## config.mk

```make
export PLATFORM = sky130hd
export DESIGN_NAME = peak_record_packetizer
export DESIGN_NICKNAME = d
export VERILOG_FILES = /design/src/rtl/peak_record_packetizer.sv
export SDC_FILE = /design/constraint.sdc
export NUM_CORES = 2
export LEC_CHECK = 0
export ABC_AREA = 1
export CAP_MARGIN = 20
export CORE_UTILIZATION = 30
export DETAILED_ROUTE_END_ITERATION = 6
export PLACE_DENSITY = 0.49
export SLEW_MARGIN = 20
export SYNTH_ARGS = -nofsm -noshare
export SYNTH_HDL_FRONTEND = slang
export SYNTH_SLANG_ARGS = --single-unit
```

## constraint.sdc

```tcl
create_clock -name aclk -period 24.7 [get_ports aclk]
set_input_delay 4.94 -clock aclk [delete_from_list [all_inputs] [get_ports aclk]]
set_output_delay 4.94 -clock aclk [all_outputs]
set_load 0.03 [all_outputs]
```

## src/rtl/peak_record_packetizer.sv

```systemverilog
// peak_record_packetizer
// Buffers 256-bit peak records in a small FIFO and serializes each one into
// a 5-beat 64-bit AXI-Stream packet: {HDR_MAGIC, seq} header + 4 data beats.
// Optional feature macro: PK_PKT_DROP_EN (never stall upstream, count drops).
module peak_record_packetizer #(
  parameter int unsigned FIFO_DEPTH = 8,
  parameter logic [31:0] HDR_MAGIC  = 32'h504B504B
) (
  input  logic                        aclk,
  input  logic                        aresetn,
  input  logic [255:0]                s_axis_tdata,
  input  logic                        s_axis_tvalid,
  input  logic                        s_axis_tlast,
  output logic                        s_axis_tready,
  output logic [63:0]                 m_axis_tdata,
  output logic                        m_axis_tvalid,
  output logic                        m_axis_tlast,
  output logic [7:0]                  m_axis_tkeep,
  input  logic                        m_axis_tready,
  output logic [$clog2(FIFO_DEPTH):0] fifo_level,
  output logic [31:0]                 pkt_count,
  output logic [31:0]                 drop_count
);

  localparam int unsigned PW = $clog2(FIFO_DEPTH);

  typedef logic [PW:0]   lvl_t;
  typedef logic [PW-1:0] ptr_t;

  typedef enum logic {
    IDLE = 1'b0,
    SEND = 1'b1
  } state_t;

  logic [255:0] mem_q [FIFO_DEPTH];
  ptr_t         wr_ptr_q, wr_ptr_d;
  ptr_t         rd_ptr_q, rd_ptr_d;
  lvl_t         level_q, level_d;
  state_t       state_q, state_d;
  logic [2:0]   beat_q, beat_d;
  logic [255:0] rec_q, rec_d;
  logic [63:0]  tdata_q, tdata_d;
  logic         tvalid_q, tvalid_d;
  logic         tlast_q, tlast_d;
  logic [31:0]  pkt_q, pkt_d;

  logic         full, empty, wr_en, pop;
  logic [255:0] head;

  // Every accepted beat is a whole record, so tlast carries no information.
  logic unused_tlast;
  assign unused_tlast = s_axis_tlast;

  assign full  = (level_q == lvl_t'(FIFO_DEPTH));
  assign empty = (level_q == '0);
  assign head  = mem_q[rd_ptr_q];

`ifdef PK_PKT_DROP_EN
  logic [31:0] drop_q, drop_d;
  logic        drop_ev;

  assign s_axis_tready = 1'b1;
  assign wr_en         = s_axis_tvalid & ~full;
  assign drop_ev       = s_axis_tvalid & full;
  assign drop_count    = drop_q;

  // Saturating count of records discarded while the FIFO is full.
  always_comb begin
    drop_d = drop_q;
    if (drop_ev && (drop_q != '1)) begin
      drop_d = drop_q + 32'd1;
    end
  end

  // Drop counter register.
  always_ff @(posedge aclk) begin
    if (!aresetn) begin
      drop_q <= '0;
    end else begin
      drop_q <= drop_d;
    end
  end
`else
  assign s_axis_tready = ~full;
  assign wr_en         = s_axis_tvalid & s_axis_tready;
  assign drop_count    = '0;
`endif

  assign m_axis_tdata  = tdata_q;
  assign m_axis_tvalid = tvalid_q;
  assign m_axis_tlast  = tlast_q;
  assign m_axis_tkeep  = 8'hFF;
  assign fifo_level    = level_q;
  assign pkt_count     = pkt_q;

  function automatic logic [63:0] data_beat(input logic [2:0] b, input logic [255:0] rec);
    case (b)
      3'd1:    data_beat = rec[255:192];
      3'd2:    data_beat = rec[191:128];
      3'd3:    data_beat = rec[127:64];
      default: data_beat = rec[63:0];
    endcase
  endfunction

  // Record storage; no reset needed since the pointers gate every read.
  always_ff @(posedge aclk) begin
    if (wr_en) begin
      mem_q[wr_ptr_q] <= s_axis_tdata;
    end
  end

  // Serializer next-state, output beat generation and FIFO bookkeeping.
  always_comb begin
    state_d  = state_q;
    beat_d   = beat_q;
    rec_d    = rec_q;
    tdata_d  = tdata_q;
    tvalid_d = tvalid_q;
    tlast_d  = tlast_q;
    pkt_d    = pkt_q;
    pop      = 1'b0;

    case (state_q)
      IDLE: begin
        if (!empty) begin
          pop      = 1'b1;
          rec_d    = head;
          beat_d   = 3'd0;
          state_d  = SEND;
          tvalid_d = 1'b1;
          tlast_d  = 1'b0;
          tdata_d  = {HDR_MAGIC, pkt_q};
        end
      end
      SEND: begin
        if (m_axis_tready) begin
          if (beat_q == 3'd4) begin
            pkt_d = pkt_q + 32'd1;
            // Header of a chained packet must already carry the incremented count.
            if (!empty) begin
              pop      = 1'b1;
              rec_d    = head;
              beat_d   = 3'd0;
              tvalid_d = 1'b1;
              tlast_d  = 1'b0;
              tdata_d  = {HDR_MAGIC, pkt_q + 32'd1};
            end else begin
              state_d  = IDLE;
              tvalid_d = 1'b0;
              tlast_d  = 1'b0;
            end
          end else begin
            beat_d  = beat_q + 3'd1;
            tdata_d = data_beat(beat_q + 3'd1, rec_q);
            tlast_d = (beat_q == 3'd3);
          end
        end
      end
      default: state_d = IDLE;
    endcase

    wr_ptr_d = wr_en ? wr_ptr_q + ptr_t'(1) : wr_ptr_q;
    rd_ptr_d = pop   ? rd_ptr_q + ptr_t'(1) : rd_ptr_q;
    level_d  = level_q + lvl_t'(wr_en) - lvl_t'(pop);
  end

  // State, datapath and FIFO pointer registers.
  always_ff @(posedge aclk) begin
    if (!aresetn) begin
      state_q  <= IDLE;
      beat_q   <= '0;
      rec_q    <= '0;
      tdata_q  <= '0;
      tvalid_q <= 1'b0;
      tlast_q  <= 1'b0;
      pkt_q    <= '0;
      wr_ptr_q <= '0;
      rd_ptr_q <= '0;
      level_q  <= '0;
    end else begin
      state_q  <= state_d;
      beat_q   <= beat_d;
      rec_q    <= rec_d;
      tdata_q  <= tdata_d;
      tvalid_q <= tvalid_d;
      tlast_q  <= tlast_d;
      pkt_q    <= pkt_d;
      wr_ptr_q <= wr_ptr_d;
      rd_ptr_q <= rd_ptr_d;
      level_q  <= level_d;
    end
  end

endmodule
```

==> flow_summary.ini <==
[status]
status = finished, violations left
violations = slew limit

[detailed_routing]
vias_per_cell = 5.03
routedWlPerCell_um = 25.1
ant_nets = 0
drc_errors = 0
drtPass1Iterations = 5
via_count = 63658
dr.first_iter.drc_count = 5519
totalWireLength_um = 317000

[logic_synthesis]
ys.flop_type = edfxtp_1
yosysMostFrequentCell = edfxtp_1
synthAdderAreaFrac_pct = 0.192
yosys_warnings = 0
synth-simple-area-share_pct = 9.49
synthXorXnorAreaFrac_pct = 0.119
synthMuxAreaShare_pct = 0
synth_area_leaders = edfxtp_1, dfxtp_1, o21ai_0
synth.top_cell.area_share_pct = 64.5
synthArstFlopShare_pct = 0
postSynthCellCount = 8084
synth-seq-area-share_pct = 72.3
synth.distinct_cells = 36
yosysTopAreaCell = edfxtp_1
synth_area_per_cell_um2 = 11.8
synth-seq-cells = 2419
synth_compound_area_share_pct = 13.5
synth_common_cells = edfxtp_1, nor2_1, o21ai_0
netlist_area_um2 = 95400
synth_top_family_by_area = compound AO/OA/AOI/OAI gates
synth_edf_count = 2048

[floorplan]
die_w_um = 566
core.rowCount = 206
die_h_um = 566
initial_core_util_pct = 30.2
core_um2 = 315000
dieArea_um2 = 320000
io_pins = 404

[cts]
numCtsBuffers = 249
cts_setup_buffers = 0
htreeDepth = 4
cts_resized = 0
cts.sinks = 2419
cts_tree = yes
path_clk_slew_ns = 0.06
ctsHoldBuffers = 0
clk_latency_ns = 0.94
cts-root-to-sink-buffers = 4
cts-root-buf = clkbuf_16

[critical_path]
cp_max_fo = 50
critPathArrivalTime_ns = 8.90
start_kind = primary input
r2r-start = state_q
end_kind = register
regToRegEndpoint = rec_q[16]
reg2reg_depth = 10
critPathRequiredTime_ns = 25.15
crit_type = primary input to register
reg2reg_setup_slack_ns = 19.66

[sta]
hold_viol = 0
hold_ws_ns = 0.473
skew_ns = 0.115
max_freq_mhz = 118
post-route-period-util_pct = 34.2
tns_ns = 0
rsz0062_at_grt = no
tightest_slew_ns = 1.62
setup_viol = 0
slew_headroom_pct = -7.67
maxSlewViolCount = 59
period_needed_ns = 8.44

[placement]
numPortBuffers = 362
routabilityCongestion = 0.855
placed_area_um2 = 103000
hpwlAfterDp_um = 186000
dp_cells = 12159

[hold_path]
min_delay_path_depth = 2
min_path_type = register to register
min_delay_worst_endpoint = m_axis_tdata[58]
hp-start = m_axis_tdata[58]

[power]
p_sw_mw = 4.02
vdd_ir_drop_max_mv = 0.0845
leakage_nw = 37.2
p_sw_share_pct = 34.1
pwr-share-seq_pct = 43.3
p_int_mw = 7.78
clkPwrFrac_pct = 30.8
combPwrFrac_pct = 26.0
power.density_nw_per_um2 = 107

[cells_and_area]
fillerInstances = 30821
drive_gt1_share_pct = 5.71
final_cells = 12649
register_area_um2 = 68900
num-nets-final = 8525
area_growth_pct = 15.9
multi_input_area_um2 = 22500
fin_area_um2 = 110000

[global_route]
grt_antenna_before_repair = 121
grt.overflow.total = 0
grt_use_total_pct = 19.3
grt_max_degree = 215
grt_pass1_vias = 59858
grt_pass1_wl_um = 448000

[flow_run]
max-cap-violations = 0
[layout make-up]
class / instances / area share (%)
timing repair buffer: 465 / 4.10
sequential: 2419 / 62.4
antenna: 28 / 0.0634
tap: 4160 / 4.71
clock buffer: 355 / 6.27
multi-input combinational: 4740 / 20.3
inverter: 375 / 1.32
clock inverter: 107 / 0.800
[cells by family (layout without fill, tap and decap cells)]
logic type                 count (synthesis)  after routing
AOI/OAI and AO/OA                       2329           2329
xor gates and xnor gates                  13             13
adders and majority gates                 14             14
buffers and inverters                    963           1302
DFF                                     2419           2419
other                                      2             68
and+or+nand+nor                         2344           2344
[worst max path at each step]
stage	from	end	slack, ns	cells after the start
after detailed placement	s_axis_tvalid	mem_q[2][35]	15.33	8
after global routing	s_axis_tvalid	mem_q[2][20]	16.07	8
after CTS	s_axis_tvalid	mem_q[2][28]	16.22	8
after global placement	s_axis_tvalid	mem_q[2][238]	15.34	8
final	s_axis_tvalid	mem_q[2][20]	16.26	8
after floorplan	s_axis_tvalid	mem_q[0][0]	7.92	4
[through the flow]
step           worst slack, ns  util, %  power, mW
6_report                 16.26     35.0       11.8
5_1_grt                  16.07     35.0       12.4
4_1_cts                  16.22     35.0       11.9
3_5_place_dp             15.33     32.5       8.26
3_3_place_gp             15.34     32.5       8.22
2_1_floorplan             7.92        -       7.17
[metal layers]
| metal | wire length [µm] | global-route usage [%] | part of all wire [%] | up-vias |
|---|---|---|---|---|
| met1 | 138000 | 25.9 | 43 | 31896 |
| met4 | 11400 | 6.90 | 3.6 | 96 |
| met2 | 144000 | 30.4 | 45 | 1970 |
| met5 | 603 | 0 | 0.19 | - |
| li1 | - | - | - | 29127 |
| met3 | 23400 | 4.42 | 7.4 | 569 |
[cells in the final DEF, fill, tap and decap left out, types with 6 or more instances in the layout]
master              n
o221ai_1           15
clkbuf_16         249
ha_1               13
a31oi_1            10
o21a_1            116
nor2_1           1304
clkbuf_8           30
o22ai_1           368
diode_2            28
nand3_1           149
bufinv_16          11
clkinv_1           42
clkdlybuf4s50_1   361
a21oi_1           286
conb_1             40
dfxtp_1           368
o21ai_0          1203
nor2_4             10
buf_12             10
buf_4              93
nand2_1           862
clkbuf_1           76
edfxtp_1         2048
clkinv_2           40
o211ai_1          158
xor2_1             13
o21ai_1           168
inv_1             363
clkinvlp_4          6
[worst max-delay path, stage by stage]
cell and delay [ns]:
clkdlybuf4s50_1 0.47, nand2_1 0.24, inv_1 0.23, nand2_1 0.28
nor2_4 0.17, buf_4 0.69, buf_4 0.85, buf_4 0.76
[sequential cells by signal (all words and copies together) (netlist names), named ones only]
name	flops
m_axis_tlast	1
fifo_level	4
m_axis_tdata	64
rd_ptr_q	3
mem_q	2048
state_q	1
beat_q	3
m_axis_tvalid	1
pkt_count	32
rec_q	256
wr_ptr_q	3
[power groups by stage]
stage | registers, mW | clock network [mW] | logic, mW
2_1_floorplan | 5.23 | 0 | 1.94
3_3_place_gp | 5.18 | 0 | 3.04
3_5_place_dp | 5.19 | 0 | 3.07
4_1_cts | 5.11 | 3.70 | 3.08
5_1_grt | 5.14 | 3.85 | 3.37
6_report | 5.11 | 3.63 | 3.06
Note: power is estimated with default switching activity, not from simulation.
